`src/rtl/kbd_source_arbiter.sv`:
```
// Merges UART and USB keystrokes into the Apple-1 KBD/KBDCR register through per-source FIFOs.
// Uses round-robin arbitration and a post-read gap. Optional upper-casing is enabled by KBD_UPCASE_EN.
module kbd_source_arbiter #(
  parameter int FIFO_DEPTH = 4,
  parameter int GAP_CYCLES = 16
) (
  input  logic       clk25,
  input  logic       rst,
  input  logic [1:0] src_en,
  input  logic       uart_stb,
  input  logic [7:0] uart_byte,
  input  logic       usb_stb,
  input  logic [7:0] usb_byte,
  input  logic       kbd_rd,
  input  logic       ovf_clr,
  output logic       kbd_ready,
  output logic [6:0] kbd_data,
  output logic [1:0] ovf
);
  localparam int PTR_W = $clog2(FIFO_DEPTH);
  localparam int CNT_W = PTR_W + 1;
  localparam int GAP_W = (GAP_CYCLES > 1) ? $clog2(GAP_CYCLES + 1) : 1;
  localparam logic [CNT_W-1:0] FULL_CNT = CNT_W'(FIFO_DEPTH);
  localparam logic [GAP_W-1:0] GAP_LOAD = GAP_W'(GAP_CYCLES);

  typedef enum logic [1:0] {IDLE, HOLD, GAP} state_t;

  state_t           state_q, state_d;
  logic [GAP_W-1:0] gap_cnt_q, gap_cnt_d;
  logic             last_grant_q, last_grant_d;
  logic             kbd_ready_q, kbd_ready_d;
  logic [6:0]       kbd_data_q, kbd_data_d;
  logic [1:0]       ovf_q, ovf_d;
  logic [6:0]       mem_q [2][FIFO_DEPTH];
  logic [6:0]       mem_d [2][FIFO_DEPTH];
  logic [PTR_W-1:0] wptr_q [2];
  logic [PTR_W-1:0] wptr_d [2];
  logic [PTR_W-1:0] rptr_q [2];
  logic [PTR_W-1:0] rptr_d [2];
  logic [CNT_W-1:0] count_q [2];
  logic [CNT_W-1:0] count_d [2];

  logic [1:0] stb, elig, push, pop, full;
  logic [6:0] in_byte [2];
  logic       grant;
  logic       unused_bit7;

  // Bit 7 of each received byte is dropped by design.
  assign unused_bit7 = uart_byte[7] ^ usb_byte[7];

  function automatic logic [6:0] cond_byte(input logic [6:0] b);
    logic [6:0] c;
    c = b;
`ifdef KBD_UPCASE_EN
    if (c >= 7'h61 && c <= 7'h7A) c = c - 7'h20;
`endif
    return c;
  endfunction

  always_comb begin
    stb        = {usb_stb, uart_stb};
    in_byte[0] = cond_byte(uart_byte[6:0]);
    in_byte[1] = cond_byte(usb_byte[6:0]);
    for (int i = 0; i < 2; i++) begin
      full[i] = (count_q[i] == FULL_CNT);
      elig[i] = src_en[i] && (count_q[i] != '0);
    end
    // On a tie, the source that did not win last time is served.
    if (elig == 2'b11) grant = ~last_grant_q;
    else               grant = elig[1];
    pop = 2'b00;
    if (state_q == IDLE && elig != 2'b00) pop[grant] = 1'b1;

    ovf_d = ovf_clr ? 2'b00 : ovf_q;
    mem_d = mem_q;
    for (int i = 0; i < 2; i++) begin
      push[i]    = stb[i] && src_en[i] && !full[i];
      wptr_d[i]  = wptr_q[i];
      rptr_d[i]  = rptr_q[i];
      count_d[i] = count_q[i];
      if (stb[i] && src_en[i] && full[i]) ovf_d[i] = 1'b1;
      if (!src_en[i]) begin
        wptr_d[i]  = '0;
        rptr_d[i]  = '0;
        count_d[i] = '0;
      end else begin
        if (push[i]) begin
          mem_d[i][wptr_q[i]] = in_byte[i];
          wptr_d[i] = wptr_q[i] + PTR_W'(1);
        end
        if (pop[i]) rptr_d[i] = rptr_q[i] + PTR_W'(1);
        count_d[i] = count_q[i] + CNT_W'(push[i]) - CNT_W'(pop[i]);
      end
    end

    state_d      = state_q;
    gap_cnt_d    = gap_cnt_q;
    last_grant_d = last_grant_q;
    kbd_ready_d  = kbd_ready_q;
    kbd_data_d   = kbd_data_q;
    case (state_q)
      IDLE: begin
        if (elig != 2'b00) begin
          kbd_data_d   = mem_q[grant][rptr_q[grant]];
          kbd_ready_d  = 1'b1;
          last_grant_d = grant;
          state_d      = HOLD;
        end
      end
      HOLD: begin
        if (kbd_rd) begin
          kbd_ready_d = 1'b0;
          if (GAP_CYCLES == 0) begin
            state_d = IDLE;
          end else begin
            state_d   = GAP;
            gap_cnt_d = GAP_LOAD;
          end
        end
      end
      GAP: begin
        gap_cnt_d = gap_cnt_q - GAP_W'(1);
        if (gap_cnt_q == GAP_W'(1)) state_d = IDLE;
      end
      default: state_d = IDLE;
    endcase
  end

  always_ff @(posedge clk25) begin
    mem_q <= mem_d;
    if (rst) begin
      state_q      <= IDLE;
      gap_cnt_q    <= '0;
      last_grant_q <= 1'b1;
      kbd_ready_q  <= 1'b0;
      kbd_data_q   <= '0;
      ovf_q        <= 2'b00;
      wptr_q       <= '{default: '0};
      rptr_q       <= '{default: '0};
      count_q      <= '{default: '0};
    end else begin
      state_q      <= state_d;
      gap_cnt_q    <= gap_cnt_d;
      last_grant_q <= last_grant_d;
      kbd_ready_q  <= kbd_ready_d;
      kbd_data_q   <= kbd_data_d;
      ovf_q        <= ovf_d;
      wptr_q       <= wptr_d;
      rptr_q       <= rptr_d;
      count_q      <= count_d;
    end
  end

  assign kbd_ready = kbd_ready_q;
  assign kbd_data  = kbd_data_q;
  assign ovf       = ovf_q;
endmodule

```
`config.mk`:
```
export PLATFORM = sky130hd
export DESIGN_NAME = kbd_source_arbiter
export DESIGN_NICKNAME = d
export VERILOG_FILES = /design/src/rtl/kbd_source_arbiter.sv
export SDC_FILE = /design/constraint.sdc
export NUM_CORES = 1
export LEC_CHECK = 0
export ABC_AREA = 1
export CELL_PAD_IN_SITES_DETAIL_PLACEMENT = 0
export CELL_PAD_IN_SITES_GLOBAL_PLACEMENT = 2
export CORE_MARGIN = 5
export CORE_UTILIZATION = 33
export CTS_CLUSTER_SIZE = 24
export DETAILED_ROUTE_END_ITERATION = 10
export PLACE_DENSITY_LB_ADDON = 0.1
export SYNTH_ARGS = -nofsm -noshare
export SYNTH_HDL_FRONTEND = slang
export SYNTH_SLANG_ARGS = --single-unit
```
`constraint.sdc`:
```
create_clock -name clk25 -period 2.4 [get_ports clk25]
set_clock_uncertainty 0.15 [all_clocks]
set_input_delay 0.36 -clock clk25 [delete_from_list [all_inputs] [get_ports clk25]]
set_output_delay 0.36 -clock clk25 [all_outputs]
set_load 0.01 [all_outputs]
```
==> flow_summary.html, run 1 <==
<table>
<tr><th>Metric</th><th>Value</th></tr>
<tr><th colspan="2">GRT</th></tr>
<tr><td>First-pass GRT wire length</td><td>15.25 mm</td></tr>
<tr><td>Largest net degree at the start of global routing</td><td>31</td></tr>
<tr><td>Global-route congestion overflow total</td><td>0</td></tr>
<tr><td>Total global-route track usage</td><td>0.1363</td></tr>
<tr><td>Vias in the first global route</td><td>roughly 2900</td></tr>
<tr><td>Antenna violations before repair</td><td>0</td></tr>
<tr><th colspan="2">Logic synthesis</th></tr>
<tr><td>Post-Syn Area</td><td>4050 µm²</td></tr>
<tr><td>Mapped Avg Cell Area</td><td>9.289 µm²</td></tr>
<tr><td>Simple-gate share of the synthesized area</td><td>0.2376</td></tr>
<tr><td>Synth warnings</td><td>0</td></tr>
<tr><td>Dominant combinational cell family by area after synthesis</td><td>simple AND/OR/NAND/NOR gates</td></tr>
<tr><td>Cell with the most instances after synthesis</td><td>sky130_fd_sc_hd__nand2_1</td></tr>
<tr><td>Sequential element share of the synthesized area</td><td>0.5734</td></tr>
<tr><td>Syn_nets</td><td>476</td></tr>
<tr><td>Netlist cell types</td><td>30</td></tr>
<tr><td>Adder and majority cell fraction of the synthesized area</td><td>0.05314</td></tr>
<tr><td>Area contributors post-synth</td><td>sky130_fd_sc_hd__edfxtp_1 (42%), sky130_fd_sc_hd__dfxtp_1 (16%), sky130_fd_sc_hd__nand2_1 (13%)</td></tr>
<tr><td>Ranking of synthesized cells by instance count</td><td>sky130_fd_sc_hd__nand2_1 (140), sky130_fd_sc_hd__edfxtp_1 (56), sky130_fd_sc_hd__inv_1 (49)</td></tr>
<tr><td>Post-synthesis register bit count</td><td>88</td></tr>
<tr><td>Most area-hungry cell type in the Yosys netlist</td><td>sky130_fd_sc_hd__edfxtp_1</td></tr>
<tr><td>Number of instances in the synthesized netlist</td><td>436</td></tr>
<tr><td>Post-synth EDFFs</td><td>56</td></tr>
<tr><td>Main flop type after synthesis</td><td>sky130_fd_sc_hd__edfxtp_1</td></tr>
<tr><td>Xor-xnor portion of the synthesized cell area</td><td>0.006487</td></tr>
<tr><td>Share of the synthesized area in the top cell type</td><td>0.4152</td></tr>
<tr><td>Post-synthesis compound-gate area fraction</td><td>0.05221</td></tr>
<tr><td>Mux cell area share after synthesis</td><td>0</td></tr>
<tr><td>Proportion of synthesized flip-flops having asynchronous set or reset</td><td>0</td></tr>
<tr><th colspan="2">Detailed routing</th></tr>
<tr><td>First-pass detailed-route iteration total</td><td>4</td></tr>
<tr><td>Drt initial violations</td><td>~100</td></tr>
<tr><td>Vias post-DR</td><td>between 2000 and 3000</td></tr>
<tr><td>Remaining DRCs</td><td>0</td></tr>
<tr><td>DR vias/cell</td><td>about 4.4</td></tr>
<tr><td>ANT nets after route</td><td>0</td></tr>
<tr><td>Average wire per cell in the routed design</td><td>approximately 14 µm</td></tr>
<tr><td>Detailed-route wire length</td><td>around 9 mm</td></tr>
<tr><th colspan="2">Clock tree</th></tr>
<tr><td>Clk root buf</td><td>sky130_fd_sc_hd__clkbuf_16</td></tr>
<tr><td>Sink count of the clock tree</td><td>88</td></tr>
<tr><td>Max clock buf depth</td><td>2</td></tr>
<tr><td>Number of hold buffers added after cts</td><td>0</td></tr>
<tr><td>H-tree levels</td><td>3</td></tr>
<tr><td>Clock-pin slew reported for the worst setup and hold paths after clock tree synthesis</td><td>0.06 ns</td></tr>
<tr><td>Total CTS buffers</td><td>9</td></tr>
<tr><td>Clk Latency, worst-skew pair</td><td>0.35 ns</td></tr>
<tr><td>CTS tree</td><td>done</td></tr>
<tr><th colspan="2">Worst setup path</th></tr>
<tr><td>Worst R2R End</td><td>count_q[5]</td></tr>
<tr><td>Worst setup slack for register-to-register paths</td><td>0.1 ns</td></tr>
<tr><td>Number of cells on the worst reg-to-reg path</td><td>13</td></tr>
<tr><td>Arrival time at the worst endpoint</td><td>2.42 ns</td></tr>
<tr><td>Top fanout value on the critical path</td><td>4</td></tr>
<tr><td>RR Startpoint</td><td>count_q[0]</td></tr>
<tr><td>Type of element launching the critical path</td><td>flip-flop</td></tr>
<tr><td>Critical path endpoint category</td><td>flip-flop</td></tr>
<tr><td>Required time at the worst-slack endpoint</td><td>roughly 2.5 ns</td></tr>
<tr><td>Critical path type</td><td>reg -&gt; reg</td></tr>
<tr><th colspan="2">Hold path</th></tr>
<tr><td>Min-Delay Path Depth</td><td>1</td></tr>
<tr><td>Worst Hold End</td><td>rptr_q[1]</td></tr>
<tr><td>Origin of the worst min-delay path</td><td>rptr_q[1]</td></tr>
<tr><td>HP Class</td><td>reg -&gt; reg</td></tr>
<tr><th colspan="2">STA</th></tr>
<tr><td>Number of setup violations in the final report</td><td>0</td></tr>
<tr><td>Post-layout minimum cycle time</td><td>2.301 ns</td></tr>
<tr><td>Maximum clock frequency</td><td>about 0.43 GHz</td></tr>
<tr><td>Final critical-path share of the clock period</td><td>0.9587</td></tr>
<tr><td>Worst-case headroom to the max-slew limit</td><td>0.7566</td></tr>
<tr><td>Hold Fails Final Rpt</td><td>0</td></tr>
<tr><td>Final worst hold slack</td><td>0.3106 ns</td></tr>
<tr><td>Slew Limit Fails</td><td>0</td></tr>
<tr><td>Least-Margin Pin Slew</td><td>0.3639 ns</td></tr>
<tr><th colspan="2">Pwr</th></tr>
<tr><td>Peak ir drop on the vdd network</td><td>392.7 µV</td></tr>
<tr><td>Total chip power</td><td>0.003511 W</td></tr>
<tr><td>Sw power</td><td>0.0009148 W</td></tr>
<tr><td>Total power per unit cell area</td><td>just under 700 nW/µm²</td></tr>
<tr><td>Combinational share of power</td><td>0.127</td></tr>
<tr><td>Switching part of the total</td><td>0.2605</td></tr>
<tr><td>Cell internal pwr</td><td>~0.0026 W</td></tr>
<tr><td>Leakage Power</td><td>2.143 nW</td></tr>
<tr><td>Clock network power share</td><td>0.391</td></tr>
<tr><td>Sequential share of power</td><td>0.481</td></tr>
<tr><th colspan="2">Final layout</th></tr>
<tr><td>Antenna Cells</td><td>0</td></tr>
<tr><td>Area growth, synth to finish</td><td>25.98%</td></tr>
<tr><td>Combined flip-flop and latch cell area</td><td>2327 µm²</td></tr>
<tr><td>Post-Layout Cell Count</td><td>654</td></tr>
<tr><td>Cell area after layout</td><td>between 5000 and 6000 µm²</td></tr>
<tr><td>Combined area of the multi-input logic cells</td><td>1488 µm²</td></tr>
<tr><td>Layout fillers</td><td>1189</td></tr>
<tr><td>Share of the core filled with cells in the final layout</td><td>0.4248</td></tr>
<tr><td>Fraction of final layout cells sized beyond drive strength 1</td><td>0.1736</td></tr>
<tr><td>Number of nets at the end of the flow</td><td>542</td></tr>
<tr><th colspan="2">Floorplan</th></tr>
<tr><td>Die Footprint</td><td>14590 µm²</td></tr>
<tr><td>Effective utilization at floorplan</td><td>0.3372</td></tr>
<tr><td>Horizontal extent of the die</td><td>~120 µm</td></tr>
<tr><td>Cell Rows</td><td>40</td></tr>
<tr><td>Vert. Die Dim</td><td>120.8 µm</td></tr>
<tr><td>Top Ports</td><td>34</td></tr>
<tr><td>Core outline area</td><td>12010 µm²</td></tr>
<tr><th colspan="2">Place</th></tr>
<tr><td>Placer Congestion</td><td>~0.72</td></tr>
<tr><td>Total placed instance area</td><td>4702 µm²</td></tr>
<tr><td>Number of cells after detailed placement</td><td>633</td></tr>
<tr><td>HPWL reported at the end of detailed placement</td><td>6.638 mm</td></tr>
<tr><td>Port buffer count</td><td>31</td></tr>
<tr><th colspan="2">Job</th></tr>
<tr><td>Max-cap violation count</td><td>0</td></tr>
<tr><th colspan="2">Run status</th></tr>
<tr><td>Status</td><td>finished clean</td></tr>
</table>
==> worst max-delay path, stage by stage, from the launching register on <==
cell and delay, ns:
sky130_fd_sc_hd__dfxtp_2 0.33, sky130_fd_sc_hd__nor2_4 0.13, sky130_fd_sc_hd__a21oi_4 0.07, sky130_fd_sc_hd__buf_6 0.12
sky130_fd_sc_hd__nand2_4 0.07, sky130_fd_sc_hd__inv_2 0.05, sky130_fd_sc_hd__nor2_4 0.12, sky130_fd_sc_hd__ha_4 0.20
sky130_fd_sc_hd__inv_2 0.06, sky130_fd_sc_hd__ha_4 0.12, sky130_fd_sc_hd__inv_2 0.03, sky130_fd_sc_hd__fa_2 0.38
sky130_fd_sc_hd__or2_4 0.25, sky130_fd_sc_hd__a21oi_1 0.14
==> placed cells by master, fill, tap and decap left out, drive strengths merged <==
master         count
a21oi             20
buf               38
dlygate4sd2        2
nor2              38
nand3             40
nand3b             1
a211oi             3
ha                14
inv               57
clkdlybuf4s50     29
nand2            144
o22ai              1
dfxtp             32
clkbuf             9
fa                 2
nand4              3
o21ai             12
edfxtp            56
or2                2
xnor2              3
clkinvlp           1
==> layer usage <==
metal | track usage | up-vias | wire, µm
li1 | - | 1542 | -
met1 | 0.2031 | 1294 | 4885
met2 | 0.1911 | 39 | 3836
met3 | 0.02993 | 11 | 309
met4 | 0.05312 | 0 | 130
met5 | 0 | - | 0
==> final cells by class <==
cell class,count,share of cell area
repair buffers,69,0.1219
inverters,51,0.03752
multi-input cells,283,0.2916
flip-flops and latches,88,0.4561
clock buffers,9,0.04414
clock inverters,7,0.01275
well taps,147,0.03605
==> registers in the layout (all words and copies together) (netlist names) <==
signal / count
wptr_q: 4
rptr_q: 4
mem_q: 56
count_q: 6
gap_cnt_q: 5
kbd_ready: 1
last_grant_q: 1
state_q: 2
ovf: 2
kbd_data: 7
==> kinds of logic (layout without fill, tap and decap cells) <==
| kind of cell | Yosys count | in the layout |
|---|---|---|
| and+or+nand+nor | 228 | 228 |
| DFF | 88 | 88 |
| buffers and inverters | 65 | 136 |
| AOI/OAI and AO/OA | 36 | 36 |
| adders and majority gates | 16 | 16 |
| xor gates and xnor gates | 3 | 3 |
==> how the worst max path moves through the flow <==
stage                 end  startpoint  cells after the start  slack [ns]
6_report       count_q[5]  count_q[0]                     13         0.1
3_5_place_dp   count_q[5]   src_en[1]                     14       -0.54
2_1_floorplan  count_q[5]  count_q[1]                     13       -0.01
4_1_cts        count_q[5]  count_q[1]                     13       0.003
5_1_grt        count_q[2]  count_q[4]                     13      -0.002
3_3_place_gp   count_q[2]   src_en[1]                     14       -0.47
==> per-stage QoR <==
stage	setup WS, ns	TNS (ns)
4_1_cts	0.003011	0
2_1_floorplan	-0.01124	-0.01124
3_5_place_dp	-0.5354	-2.294
6_report	0.09913	0
5_1_grt	-0.002412	-0.002412
3_3_place_gp	-0.4705	-1.920
==> power groups by stage <==
stage	clock, W	combinational [W]	sequential [W]
floorplan	0	0.000234	0.00173
global placement	0	0.000415	0.00172
detailed placement	0	0.000418	0.00172
CTS	0.00142	0.000427	0.00169
global route	0.00150	0.000506	0.00170
finish	0.00137	0.000447	0.00169
==> timing repair <==
item | CTS | global route
buffers inserted | 3 | 2
setup endpoints to repair | 3 | 2
pin swaps | 1 | 9
resized for setup | 5 | 20
Power figures use the tool's default switching activity.
==> run 2: changes to the inputs <==
--- a/config.mk
+++ b/config.mk
@@ -13,6 +13,7 @@
 export CTS_CLUSTER_SIZE = 24
 export DETAILED_ROUTE_END_ITERATION = 10
 export PLACE_DENSITY_LB_ADDON = 0.1
+export SLEW_MARGIN = 20
 export SYNTH_ARGS = -nofsm -noshare
 export SYNTH_HDL_FRONTEND = slang
 export SYNTH_SLANG_ARGS = --single-unit
==> results of run 2 <==
No change in the layout: final DEF, timing and power equal those of run 1.
==> run 3: changes to the inputs <==
--- a/config.mk
+++ b/config.mk
@@ -6,13 +6,11 @@
 export NUM_CORES = 1
 export LEC_CHECK = 0
 export ABC_AREA = 1
-export CELL_PAD_IN_SITES_DETAIL_PLACEMENT = 0
-export CELL_PAD_IN_SITES_GLOBAL_PLACEMENT = 2
 export CORE_MARGIN = 5
-export CORE_UTILIZATION = 33
+export CORE_UTILIZATION = 52
 export CTS_CLUSTER_SIZE = 24
 export DETAILED_ROUTE_END_ITERATION = 10
-export PLACE_DENSITY_LB_ADDON = 0.1
+export PLACE_DENSITY = 0.76
 export SLEW_MARGIN = 20
 export SYNTH_ARGS = -nofsm -noshare
 export SYNTH_HDL_FRONTEND = slang
==> constraint.sdc (replaced) <==
create_clock -name clk25 -period 2.05 [get_ports clk25]
set_clock_uncertainty 0.15 [all_clocks]
set_input_delay 0.3075 -clock clk25 [delete_from_list [all_inputs] [get_ports clk25]]
set_output_delay 0.3075 -clock clk25 [all_outputs]
set_load 0.01 [all_outputs]
==> flow_summary.html, run 3 (synthesis results as in run 1) <==
<table>
<tr><th>Metric</th><th>Value</th></tr>
<tr><th colspan="2">Place</th></tr>
<tr><td>HPWL reported at the end of detailed placement</td><td>5.604 mm</td></tr>
<tr><td>Number of cells after detailed placement</td><td>589</td></tr>
<tr><td>Placer Congestion</td><td>about 0.80</td></tr>
<tr><td>Placement-stage worst setup slack</td><td>-0.7681 ns</td></tr>
<tr><td>Port buffer count</td><td>31</td></tr>
<tr><th colspan="2">STA</th></tr>
<tr><td>Worst-case headroom to the max-slew limit</td><td>0.7753</td></tr>
<tr><td>Slew Limit Fails</td><td>0</td></tr>
<tr><td>Hold Fails Final Rpt</td><td>0</td></tr>
<tr><td>Final setup slack of the worst path</td><td>-0.2229 ns</td></tr>
<tr><td>Final critical-path share of the clock period</td><td>1.109</td></tr>
<tr><td>Unrepaired setup endpoints after global routing</td><td>yes</td></tr>
<tr><td>Least-Margin Pin Slew</td><td>about 0.34 ns</td></tr>
<tr><td>Setup TNS Final</td><td>-0.6745 ns</td></tr>
<tr><td>Post-layout minimum cycle time</td><td>2.273 ns</td></tr>
<tr><td>Final worst hold slack</td><td>0.3010 ns</td></tr>
<tr><td>Number of setup violations in the final report</td><td>4</td></tr>
<tr><td>Maximum clock frequency</td><td>between 0.4 and 0.5 GHz</td></tr>
<tr><th colspan="2">Worst setup path</th></tr>
<tr><td>Top fanout value on the critical path</td><td>4</td></tr>
<tr><td>RR Startpoint</td><td>count_q[0]</td></tr>
<tr><td>Critical path endpoint category</td><td>flip-flop</td></tr>
<tr><td>Stages on the worst setup path</td><td>13</td></tr>
<tr><td>Total buffers and inverters traversed by the critical path</td><td>3</td></tr>
<tr><td>Type of element launching the critical path</td><td>flip-flop</td></tr>
<tr><td>Worst R2R End</td><td>count_q[5]</td></tr>
<tr><td>Critical path launch point</td><td>count_q[0]</td></tr>
<tr><td>Cell type of the slowest stage on the worst timing path</td><td>sky130_fd_sc_hd__dfxtp_4</td></tr>
<tr><td>Crit path capture</td><td>count_q[5]</td></tr>
<tr><td>Biggest cell delay along the critical path</td><td>0.37 ns</td></tr>
<tr><td>Number of cells on the worst reg-to-reg path</td><td>13</td></tr>
<tr><td>Required time at the worst-slack endpoint</td><td>2.20 ns</td></tr>
<tr><td>Worst setup slack for register-to-register paths</td><td>-0.22 ns</td></tr>
<tr><td>Cell class contributing the biggest share of worst-path delay</td><td>adder cells</td></tr>
<tr><td>Critical path type</td><td>reg -&gt; reg</td></tr>
<tr><td>Cells along the critical path</td><td>nor2_4 -&gt; a21oi_4 -&gt; inv_2 -&gt; nand2_2 -&gt; nand2_4 -&gt; nor2_4 -&gt; ha_1 -&gt; inv_1 -&gt; ha_1 -&gt; inv_1 -&gt; fa_2 -&gt; or2_4 -&gt; a21oi_2</td></tr>
<tr><td>Arrival time at the worst endpoint</td><td>~2.4 ns</td></tr>
<tr><th colspan="2">Run status</th></tr>
<tr><td>Violated checks</td><td>negative setup slack</td></tr>
<tr><td>Status</td><td>complete, but fails checks</td></tr>
<tr><th colspan="2">Clock tree</th></tr>
<tr><td>Total CTS buffers</td><td>9</td></tr>
<tr><td>Sink count of the clock tree</td><td>88</td></tr>
<tr><td>Number of hold buffers added after cts</td><td>0</td></tr>
<tr><td>Max clock buf depth</td><td>2</td></tr>
<tr><td>Clk root buf</td><td>sky130_fd_sc_hd__clkbuf_8</td></tr>
<tr><td>H-tree levels</td><td>3</td></tr>
<tr><td>Clock-pin slew reported for the worst setup and hold paths after clock tree synthesis</td><td>0.09 ns</td></tr>
<tr><td>CTS tree</td><td>done</td></tr>
<tr><td>Clk Latency, worst-skew pair</td><td>0.36 ns</td></tr>
<tr><th colspan="2">Floorplan</th></tr>
<tr><td>Top Ports</td><td>34</td></tr>
<tr><td>Effective utilization at floorplan</td><td>0.5296</td></tr>
<tr><td>Vert. Die Dim</td><td>98.26 µm</td></tr>
<tr><td>Cell Rows</td><td>32</td></tr>
<tr><td>Horizontal extent of the die</td><td>slightly below 100 µm</td></tr>
<tr><td>Core outline area</td><td>around 7600 µm²</td></tr>
<tr><td>Die Footprint</td><td>9654 µm²</td></tr>
<tr><th colspan="2">Final layout</th></tr>
<tr><td>Share of the core filled with cells in the final layout</td><td>0.6499</td></tr>
<tr><td>Flip-flop count of the largest register, all copies and words added</td><td>56</td></tr>
<tr><td>Area growth, synth to finish</td><td>22.71%</td></tr>
<tr><td>Register containing the most flip-flops in the final layout</td><td>mem_q</td></tr>
<tr><td>Layout fillers</td><td>around 570</td></tr>
<tr><td>Number of nets at the end of the flow</td><td>between 500 and 600</td></tr>
<tr><td>Post-Layout Cell Count</td><td>610</td></tr>
<tr><td>Antenna Cells</td><td>0</td></tr>
<tr><td>Fraction of final layout cells sized beyond drive strength 1</td><td>0.1772</td></tr>
<tr><td>Commonest non-fill, non-tap cells in the layout</td><td>sky130_fd_sc_hd__nand2_1 (138), sky130_fd_sc_hd__edfxtp_1 (56), sky130_fd_sc_hd__inv_1 (44)</td></tr>
<tr><td>Most common library cell in the layout ignoring fill and taps</td><td>sky130_fd_sc_hd__nand2_1</td></tr>
<tr><th colspan="2">GRT</th></tr>
<tr><td>First-pass GRT wire length</td><td>roughly 14 mm</td></tr>
<tr><td>Vias in the first global route</td><td>approximately 2900</td></tr>
<tr><td>Global-route congestion overflow total</td><td>0</td></tr>
<tr><td>Largest net degree at the start of global routing</td><td>34</td></tr>
<tr><td>Total global-route track usage</td><td>0.1832</td></tr>
<tr><td>Antenna violations before repair</td><td>0</td></tr>
<tr><th colspan="2">Detailed routing</th></tr>
<tr><td>Detailed-route wire length</td><td>8.313 mm</td></tr>
<tr><td>Drt initial violations</td><td>between 150 and 200</td></tr>
<tr><td>DR vias/cell</td><td>4.903</td></tr>
<tr><td>Average wire per cell in the routed design</td><td>13.63 µm</td></tr>
<tr><td>Remaining DRCs</td><td>0</td></tr>
<tr><td>ANT nets after route</td><td>0</td></tr>
<tr><td>Vias post-DR</td><td>about 3000</td></tr>
<tr><td>First-pass detailed-route iteration total</td><td>5</td></tr>
<tr><th colspan="2">Pwr</th></tr>
<tr><td>Cell internal pwr</td><td>about 0.0026 W</td></tr>
<tr><td>Total power per unit cell area</td><td>718.9 nW/µm²</td></tr>
<tr><td>Peak ir drop on the vdd network</td><td>between 400 and 500 µV</td></tr>
<tr><td>Clock network power share</td><td>0.299</td></tr>
<tr><td>Leakage Power</td><td>2.095 nW</td></tr>
<tr><td>Sw power</td><td>0.0009392 W</td></tr>
<tr><td>Switching part of the total</td><td>0.2629</td></tr>
<tr><td>Combinational share of power</td><td>0.148</td></tr>
<tr><td>Sequential share of power</td><td>0.553</td></tr>
<tr><th colspan="2">Hold path</th></tr>
<tr><td>Min-Delay Path Depth</td><td>3</td></tr>
<tr><td>HP Class</td><td>in -&gt; reg</td></tr>
<tr><th colspan="2">Job</th></tr>
<tr><td>Max-cap violation count</td><td>0</td></tr>
</table>
==> run 3: area by class of cell <==
| cell class | count | area, µm² | area share |
|---|---|---|---|
| clock buffer | 10 | 127.6 | 0.02568 |
| clock inverter | 6 | 45.04 | 0.009063 |
| inverter | 51 | 193.9 | 0.03902 |
| multi-input combinational | 283 | 1493 | 0.3004 |
| sequential | 88 | 2333 | 0.4695 |
| tap | 102 | 127.6 | 0.02568 |
| timing repair buffer | 70 | 649.4 | 0.1307 |
==> run 3: timing repair <==
| item | in CTS | in global routing |
|---|---|---|
| setup buffers | 5 | 1 |
| resized for setup | 16 | 4 |
| gates cloned | 0 | 0 |
| pin swaps | 13 | 3 |
| endpoints found under the setup margin | 5 | 12 |
==> run 3: stage by stage <==
stage / total power (W) / instance area [µm²]
final: 0.003573 / 4970
after global routing: 0.003754 / 4970
after CTS: 0.003586 / 4955
after detailed placement: 0.002514 / 4705
after global placement: 0.002499 / 4705
after floorplan: 0.002309 / 4101
==> run 3: power by group through the flow <==
| stage | logic (W) | registers [W] | clock network (W) |
|---|---|---|---|
| finish | 0.000528 | 0.00198 | 0.00107 |
| global route | 0.000588 | 0.00198 | 0.00118 |
| CTS | 0.000516 | 0.00197 | 0.00109 |
| detailed placement | 0.000497 | 0.00202 | 0 |
| global placement | 0.000485 | 0.00201 | 0 |
| floorplan | 0.000285 | 0.00202 | 0 |
==> run 3: worst min path at each step <==
stage	start	end	slack (ns)
3_3_place_gp	rptr_q[1]	rptr_q[1]	0.29
5_1_grt	src_en[0]	ovf[0]	0.30
3_5_place_dp	rptr_q[1]	rptr_q[1]	0.29
4_1_cts	src_en[0]	ovf[0]	0.29
2_1_floorplan	usb_byte[0]	mem_q[0]	0.26
6_report	src_en[0]	ovf[0]	0.30
==> run 3: per-layer routing <==
metal,vias up,GRT usage,wire length [µm]
met5,-,0,0
li1,1536,-,-
met3,9,0.04643,546
met1,1368,0.2485,3694
met2,78,0.2895,3959
met4,0,0.05987,112
==> run 3: worst register-to-register path: stages (launching register included) <==
cell and delay [ns]:
sky130_fd_sc_hd__dfxtp_4 0.37, sky130_fd_sc_hd__nor2_4 0.05, sky130_fd_sc_hd__a21oi_4 0.16, sky130_fd_sc_hd__inv_2 0.05, sky130_fd_sc_hd__nand2_2 0.08, sky130_fd_sc_hd__nand2_4 0.08
sky130_fd_sc_hd__nor2_4 0.13, sky130_fd_sc_hd__ha_1 0.23, sky130_fd_sc_hd__inv_1 0.05, sky130_fd_sc_hd__ha_1 0.13, sky130_fd_sc_hd__inv_1 0.05, sky130_fd_sc_hd__fa_2 0.33
sky130_fd_sc_hd__or2_4 0.24, sky130_fd_sc_hd__a21oi_2 0.12
